`src/rtl/wb_arbiter.sv`:
```
// wb_arbiter: shares the register-file write port between the in-order
// write-back stage (P) and a long-latency result FIFO (F).
//
// Ports:
//   clk, reset           clock, synchronous active-high reset
//   halted               pipeline frozen this cycle
//   rd_valid_w/rd_w/reg_d_w   W-stage register write
//   lr_valid/lr_rd/lr_data    long-latency result offer; lr_ready accepts it
//   rs1_d, rs2_d         decode sources; lr_hazard flags a pending FIFO write
//   we/wa/wd             register-file write port
//   wb_stall             pipeline write denied; pipeline must freeze
//
// Optional feature macro: WB_BYPASS_EN -- when the FIFO is empty and the
// pipeline is idle, an accepted result is written in its accept cycle
// instead of being queued.
module wb_arbiter #(
    parameter int DEPTH   = 2,
    parameter int AGE_MAX = 4
) (
    input  logic        clk,
    input  logic        reset,
    input  logic        halted,
    input  logic        rd_valid_w,
    input  logic [4:0]  rd_w,
    input  logic [31:0] reg_d_w,
    input  logic        lr_valid,
    input  logic [4:0]  lr_rd,
    input  logic [31:0] lr_data,
    output logic        lr_ready,
    input  logic [4:0]  rs1_d,
    input  logic [4:0]  rs2_d,
    output logic        lr_hazard,
    output logic        we,
    output logic [4:0]  wa,
    output logic [31:0] wd,
    output logic        wb_stall
);
    localparam int PW = (DEPTH > 1) ? $clog2(DEPTH) : 1;
    localparam int CW = $clog2(DEPTH + 1);
    localparam int AW = $clog2(AGE_MAX + 1);

    typedef struct packed {
        logic        vld;
        logic [4:0]  rd;
        logic [31:0] data;
    } lr_entry_t;

    lr_entry_t       fifo [DEPTH];
    logic [PW-1:0]   head, tail;
    logic [CW-1:0]   count;
    logic [AW-1:0]   age;

    logic p_req, f_req, full, age_max, waw, hit;
    logic enq, bypass, push, pop, grant_f, grant_p;

    assign p_req   = rd_valid_w && (rd_w != 5'd0);
    assign f_req   = (count != '0);
    assign full    = (count == CW'(DEPTH));
    assign age_max = (age == AW'(AGE_MAX));

    assign lr_ready = !full && !reset;
    // x0 results complete the handshake but are never stored or written.
    assign enq      = lr_valid && lr_ready && (lr_rd != 5'd0);

    // Entries never hold rd=0, so only the decode side needs the x0 guard.
    always_comb begin
        waw = 1'b0;
        hit = 1'b0;
        for (int i = 0; i < DEPTH; i++) begin
            if (fifo[i].vld && fifo[i].rd == rd_w) waw = 1'b1;
            if (fifo[i].vld && ((rs1_d != 5'd0 && fifo[i].rd == rs1_d) ||
                                (rs2_d != 5'd0 && fifo[i].rd == rs2_d)))
                hit = 1'b1;
        end
        waw = waw && p_req;
    end

    assign lr_hazard = hit && !reset;

    // The head must win when the pipeline cannot be allowed past it:
    // full queue, older pending write to the same register, starvation,
    // or a frozen pipeline that will replay its write anyway.
    assign grant_f = f_req && (full || waw || age_max || halted || !p_req);
    assign grant_p = p_req && !grant_f;

`ifdef WB_BYPASS_EN
    assign bypass = enq && !f_req && !p_req;
`else
    assign bypass = 1'b0;
`endif

    assign push = enq && !bypass;
    assign pop  = grant_f && !reset;

    always_comb begin
        we = 1'b0;
        wa = 5'd0;
        wd = 32'd0;
        if (!reset) begin
            if (grant_f) begin
                we = 1'b1;
                wa = fifo[head].rd;
                wd = fifo[head].data;
            end else if (grant_p) begin
                we = 1'b1;
                wa = rd_w;
                wd = reg_d_w;
            end else if (bypass) begin
                we = 1'b1;
                wa = lr_rd;
                wd = lr_data;
            end
        end
    end

    assign wb_stall = !reset && p_req && grant_f && !halted;

    always_ff @(posedge clk) begin
        if (reset) begin
            head  <= '0;
            tail  <= '0;
            count <= '0;
            age   <= '0;
            for (int i = 0; i < DEPTH; i++) fifo[i] <= '0;
        end else begin
            // push and pop never touch the same slot: pop needs count>0,
            // push needs count<DEPTH, so head != tail whenever both fire.
            if (push) begin
                fifo[tail] <= '{vld: 1'b1, rd: lr_rd, data: lr_data};
                tail       <= tail + PW'(1);
            end
            if (pop) begin
                fifo[head].vld <= 1'b0;
                head           <= head + PW'(1);
            end
            unique case ({push, pop})
                2'b10:   count <= count + CW'(1);
                2'b01:   count <= count - CW'(1);
                default: count <= count;
            endcase
            if (pop || !f_req)
                age <= '0;
            else if (grant_p && !age_max)
                age <= age + AW'(1);
        end
    end
endmodule

```
`config.mk`:
```
export PLATFORM = sky130hd
export DESIGN_NAME = wb_arbiter
export DESIGN_NICKNAME = d
export VERILOG_FILES = /design/src/rtl/wb_arbiter.sv
export SDC_FILE = /design/constraint.sdc
export NUM_CORES = 1
export LEC_CHECK = 0
export ABC_AREA = 1
export BUFFER_PORTS_ARGS = -buffer_cell sky130_fd_sc_hd__buf_2
export CAP_MARGIN = 20
export CORE_MARGIN = 2
export CORE_UTILIZATION = 53
export DETAILED_ROUTE_END_ITERATION = 8
export GPL_TIMING_DRIVEN = 0
export PLACE_DENSITY = 0.86
export SLEW_MARGIN = 10
export SYNTH_ARGS = -nofsm -noshare
export SYNTH_HDL_FRONTEND = slang
export SYNTH_SLANG_ARGS = --single-unit
export TNS_END_PERCENT = 100
```
`constraint.sdc`:
```
create_clock -name clk -period 3.3 [get_ports clk]
set_clock_uncertainty 0.05 [all_clocks]
set_input_delay 0.33 -clock clk [delete_from_list [all_inputs] [get_ports clk]]
set_output_delay 0.33 -clock clk [all_outputs]
set_load 0.02 [all_outputs]
```
# Word-level counts from Yosys, hierarchy flattened
# Memories as Yosys holds them, arrays and structs flattened. A register that Yosys moved wholly into a read port is not among the register bits.
# Cells that the tools add are included.
totals:
  memories: 1
  mem_bits_rw: 76
  regBits: 7
classes:
  eq_ne: 10
  mux: 30
  add_sub_neg: 5
  n_reduce_logical: 44
mem_list:
  columns: ["name", "words", "word_bits", "rd", "rd_ports_with_merged_regs", "wr", "line", "source"]
  rows:
  - ["fifo", 2, 38, 3, 1, 2, "48", "lr_entry_t fifo [DEPTH];"]
op_table:
  columns: ["operator", "n"]
  rows:
  - ["two-way mux 32 bit", 3]
  - ["two-way mux 38 bit", 2]
  - ["OR reduction 38 bit", 2]
  - ["== test 5 bit", 6]
  - ["logical AND 1 bit", 21]
  - ["two-way mux 1 bit", 20]
  - ["nonzero test 5 bit", 4]
  - ["two-way mux 5 bit", 3]
  - ["logical NOT 1 bit", 7]
  - ["logical OR 1 bit", 7]
  - ["== test 2 bit, second input constant", 2]
  - ["one-hot mux 2 bit (2 select lines)", 1]
  - ["nonzero test 2 bit", 2]
  - ["adder 3 x 1 -> 3 bit, second input constant", 1]
  - ["== test 3 bit, second input constant", 1]
  - ["adder 1 bit, second input constant", 2]
  - ["adder 2 x 1 -> 2 bit, second input constant", 1]
  - ["== test 2 x 1 -> 1 bit, second input constant", 1]
  - ["two-way mux 2 bit", 1]
  - ["OR reduction 2 bit", 1]
  - ["subtractor 2 x 1 -> 2 bit, second input constant", 1]

# Depth between registers and ports, before layout
# An unclocked memory read counts as a cell.
depth:
  ltp_word: 17
  mapped_depth: 16
  mapped_depth_nobuf: 16

# Least setup slack after synthesis
# Ideal clock, no wire load.
synth_timing:
  path_kind: "input -> register"
  start: "input reset"
  end: "memory fifo[0][0] in the netlist's numbering (enable)"
  path_stages: 8
  path_buffers: 3
  arrival_ns: 2.219
  setup_slack_ns: 0.636
  cell_sequence: "clkbuf_1 > a21oi_2 > nand2_1 > nor2_1 > nand2_1 > buf_2 > buf_2 > nand2_1"
synth_rtl:
  columns: ["element", "line", "source"]
  rows:
  - ["start, declared", "21", "input logic reset,"]
  - ["end, declared", "48", null]

# Final worst setup path
layout_timing:
  start: "register age[0]"
  end: "output wa[2]"
layout_via:
  elab_chain_len: 10
layout_lines:
  columns: ["element", "line", "source"]
  rows:
  - ["start, declared", "51", "logic [AW-1:0] age;"]
  - ["start signal, assigned", "144", "age <= age + AW'(1);"]
  - ["== test 3 bit *", "59", "assign age_max = (age == AW'(AGE_MAX));"]
  - ["logical OR 1 bit * (3 in series)", "83", "assign grant_f = f_req && (full || waw || age_max || halted || !p_req);"]
  - ["logical AND 1 bit *", "83", null]
  - ["logical NOT 1 bit", "84", "assign grant_p = p_req && !grant_f;"]
  - ["logical AND 1 bit", "84", null]
  - ["two-way mux 5 bit", "104", "end else if (grant_p) begin"]
  - ["two-way mux 5 bit *", "100", "if (grant_f) begin"]
  - ["two-way mux 5 bit *", "99", "if (!reset) begin"]
  - ["end, declared", "34", "output logic [4:0] wa,"]
# Every way passes the cells marked *; elsewhere a longest branch is shown, timed or not.

==> key figures <==
Setup path
  • Reg2Reg Depth: 9
  • Setup crit end kind: output port
  • CP startpoint: age[0]
  • Crit path DAT: ~2.3 ns
  • Reg2reg end: fifo[0][5]
  • Launching element type of the critical path: register
  • Slowest CP cell: dfxtp_1
  • Reg2reg start: count[0]
  • CP dominant cell by count: nand2_1
  • Crit Path Max Fanout: 10
  • Critical path endpoint: wa[2]
  • WS Path Type: register to output port
  • CP max stage delay: between 0.3 and 0.4 ns
  • Reg2Reg Setup Slack: 0.83 ns
  • Worst endpoint required time: around 2.9 ns
  • CP Cell Sequence: inv_1 > ha_1 > nand2_1 > nand2_1 > nor2_1 > nand3_1 > nand2_2 > nand2_1 > o22ai_1 > buf_2

Clocking
  • # hold bufs at CTS: 0
  • CTS sink cnt: 84
  • CTS root buf: clkbuf_8
  • Postcts setup bufs: 0
  • CTS tree: built
  • CTS HTree Levels: 3
  • Clk_lat worst skew: approximately 0.35 ns
  • Worst-path clk slew: 0.08 ns
  • Post-CTS sizing: 0
  • CTS buffer count: 9
  • Bufs on Longest Clock Path: 2

Global routing
  • Pin count of the biggest net entering global routing: 30
  • Initial antenna violation count: 0
  • First-pass GRT wire length: around 20000 µm
  • Grt total ovfl: 0
  • Top Usage Layer GRT: met2
  • All-Layer GR Usage: between 20% and 30%
  • Met3 GRT Util: a little over 5%
  • Vias in the first global route: around 4300
  • Met1 GRT Util: 30.3%
  • GR Util met2: a little under half

Timing
  • Measured slew at the worst slew-check pin: roughly 0.66 ns
  • Final Cycle Share: between 80% and 90%
  • Final hold vios: 0
  • Final count of negative-setup-slack endpoints: 0
  • Final Slew Violations: 0
  • Tmin final: roughly 2.7 ns
  • Max Clk Rate: approximately 370 MHz
  • Unrepaired setup endpoints after global routing: no
  • Worst slew margin: roughly 56%

Pwr
  • Reg power frac: between 40% and 50%
  • Internal: 1790 µW
  • Leak pwr: ~0.0027 µW
  • Gate power share: a little under a quarter
  • Clk pwr share: 27.0%
  • Psw: ~800 µW
  • Worst VDD drop: slightly above 0.3 mV
  • Switching Share: a little under a third
  • Pwr Total: 2590 µW
  • PwrDens: 462 nW/µm²

Floorplanning
  • IO Pins: 130
  • DIE AREA: about 9500 µm²
  • Starting density of the core: approximately 54%
  • Chip Height: between 90 and 100 µm
  • Core area: around 8600 µm²
  • # rows: 34
  • Die Wd: ~97 µm

Final layout
  • Area of the multi-input gates: roughly 1800 µm²
  • Final #Nets: 784
  • Fin area: approximately 5600 µm²
  • Sequential Area: ~2400 µm²
  • # diodes: 0
  • FILL cells: slightly above 700
  • Layout Area Growth over Synthesis: 21.7%
  • Final core area utilization: 65.3%
  • Layout cell share with drive strength beyond 1: 24.0%
  • Non-Filler Instances: about 800

Synth
  • Synth warn: 0
  • Mean Syn Cell Area: 8.37 µm²
  • Async SR Flop Fraction: 0%
  • Cell area after synthesis: between 4000 and 5000 µm²
  • Yosys cell types: 28
  • Main flop type after synthesis: edfxtp_1
  • Post-synth EDFFs: between 70 and 80
  • Syn Nets: 643
  • Seq/Total Area, Yosys: between 50 and 60%
  • Cells after Synth: 551
  • Seq cells post-synth: 84

Status
  • Outcome: complete, no violations

Hold path
  • Hold path depth: 3
  • HP Class: primary input to register

Placed design
  • Placed Instance Area: 5430 µm²
  • # placed instances: between 700 and 800
  • GPL Wtd Cong: 0.928
  • Detail Placement HPWL: between 8000 and 9000 µm
  • Port buffer count: ~130

Run
  • Max-cap violations: 0

Route
  • Pre-antenna DRT Iters: 5
  • Detailed-route DRC error count: 0
  • First DRT Iteration DRCs: 314
  • Vias per inst: around 5.4
  • WL/cell: between 15 and 20 µm
  • WL final: around 12000 µm
  • Post-route ant nets: 0
  • Routed vias: 4305
[cell usage after synthesis, drive strengths merged (6+ instances only)]
library cell	number	area share [%]
a21oi	31	3.4
nand4	6	0.81
xnor2	8	1.5
dfxtp	10	4.3
nor2	92	7.5
inv	62	5.0
o22ai	10	1.4
nor3	8	0.98
o21ai	16	1.7
edfxtp	74	48
buf	14	1.8
nand2	137	11
nand3	34	3.7
xor2	13	2.5
mux2i	16	3.5
clkbuf	12	0.98
[flip-flops by register name (all words and copies together), names as in the netlist, named ones only]
| name | count |
|---|---|
| age | 3 |
| fifo | 76 |
| tail | 1 |
| count | 2 |
| head | 1 |
[kinds of logic after synthesis]
logic type	synth area share, %
AND/OR/NAND/NOR	24.4
buffers and inverters	8.11
flip-flops	52.5
AO/OA/AOI/OAI	6.70
XOR/XNOR	3.99
multiplexers	3.47
adder cells (fa/ha/maj)	0.814
[through the flow]
stage / setup TNS [ns] / hold WS (ns) / worst slack (ns)
global route: 0 / 0.245 / 0.430
global placement: -0.142 / 0.408 / -0.00600
CTS: 0 / 0.227 / 0.613
finish: 0 / 0.232 / 0.580
detailed placement: 0 / 0.421 / 0.762
floorplan: 0 / 0.392 / 0.636
[layer usage]
| layer | vias to the layer above | routed length (µm) |
|---|---|---|
| met5 | - | 0 |
| met4 | 0 | 431 |
| met3 | 37 | 1030 |
| met2 | 225 | 6090 |
| met1 | 1968 | 4720 |
| li1 | 2075 | - |
[power groups by stage]
stage	combinational (µW)	clock, µW	sequential [µW]
finish	610	699	1280
detailed placement	603	0	1310
CTS	607	697	1280
global placement	573	0	1300
global route	668	742	1290
floorplan	390	0	1290
[layout by cell type, fill, tap and decap left out, drive strengths merged]
cell	netlist	routed
a21oi	31	31
buf	14	144
bufinv	0	1
clkbuf	12	21
clkinv	3	7
clkinvlp	0	1
dfxtp	10	10
edfxtp	74	74
ha	3	3
inv	62	62
mux2i	16	16
nand2	137	137
nand3	34	34
nand4	6	6
nor2	92	92
nor3	8	8
o21ai	16	16
o21bai	1	1
o22ai	10	10
or2	1	1
xnor2	8	8
xor2	13	13
[worst min path at each step]
stage | from | endpoint | slack (ns)
global route | lr_data[23] | fifo[1][23] | 0.25
detailed placement | head | fifo[0][37] | 0.42
global placement | tail | tail | 0.41
floorplan | head | fifo[0][37] | 0.39
CTS | lr_data[18] | fifo[0][18] | 0.23
finish | lr_data[18] | fifo[0][18] | 0.23
[critical path, delay by kind of cell, from the launching register on]
family	cells	cell delay, ns
compound gates	1	0.29
simple gates	6	0.84
fa+ha+maj	1	0.19
flops	1	0.37
buf+inv	2	0.29
[final cells by class]
type	instances	share of cell area [%]
timing repair buffer	130	12.1
buffer	26	2.32
clock inverter	6	1.00
multi-input combinational	376	32.4
tap	108	2.41
inverter	65	4.35
clock buffer	9	2.21
sequential	84	43.2
Power figures use the tool's default switching activity.
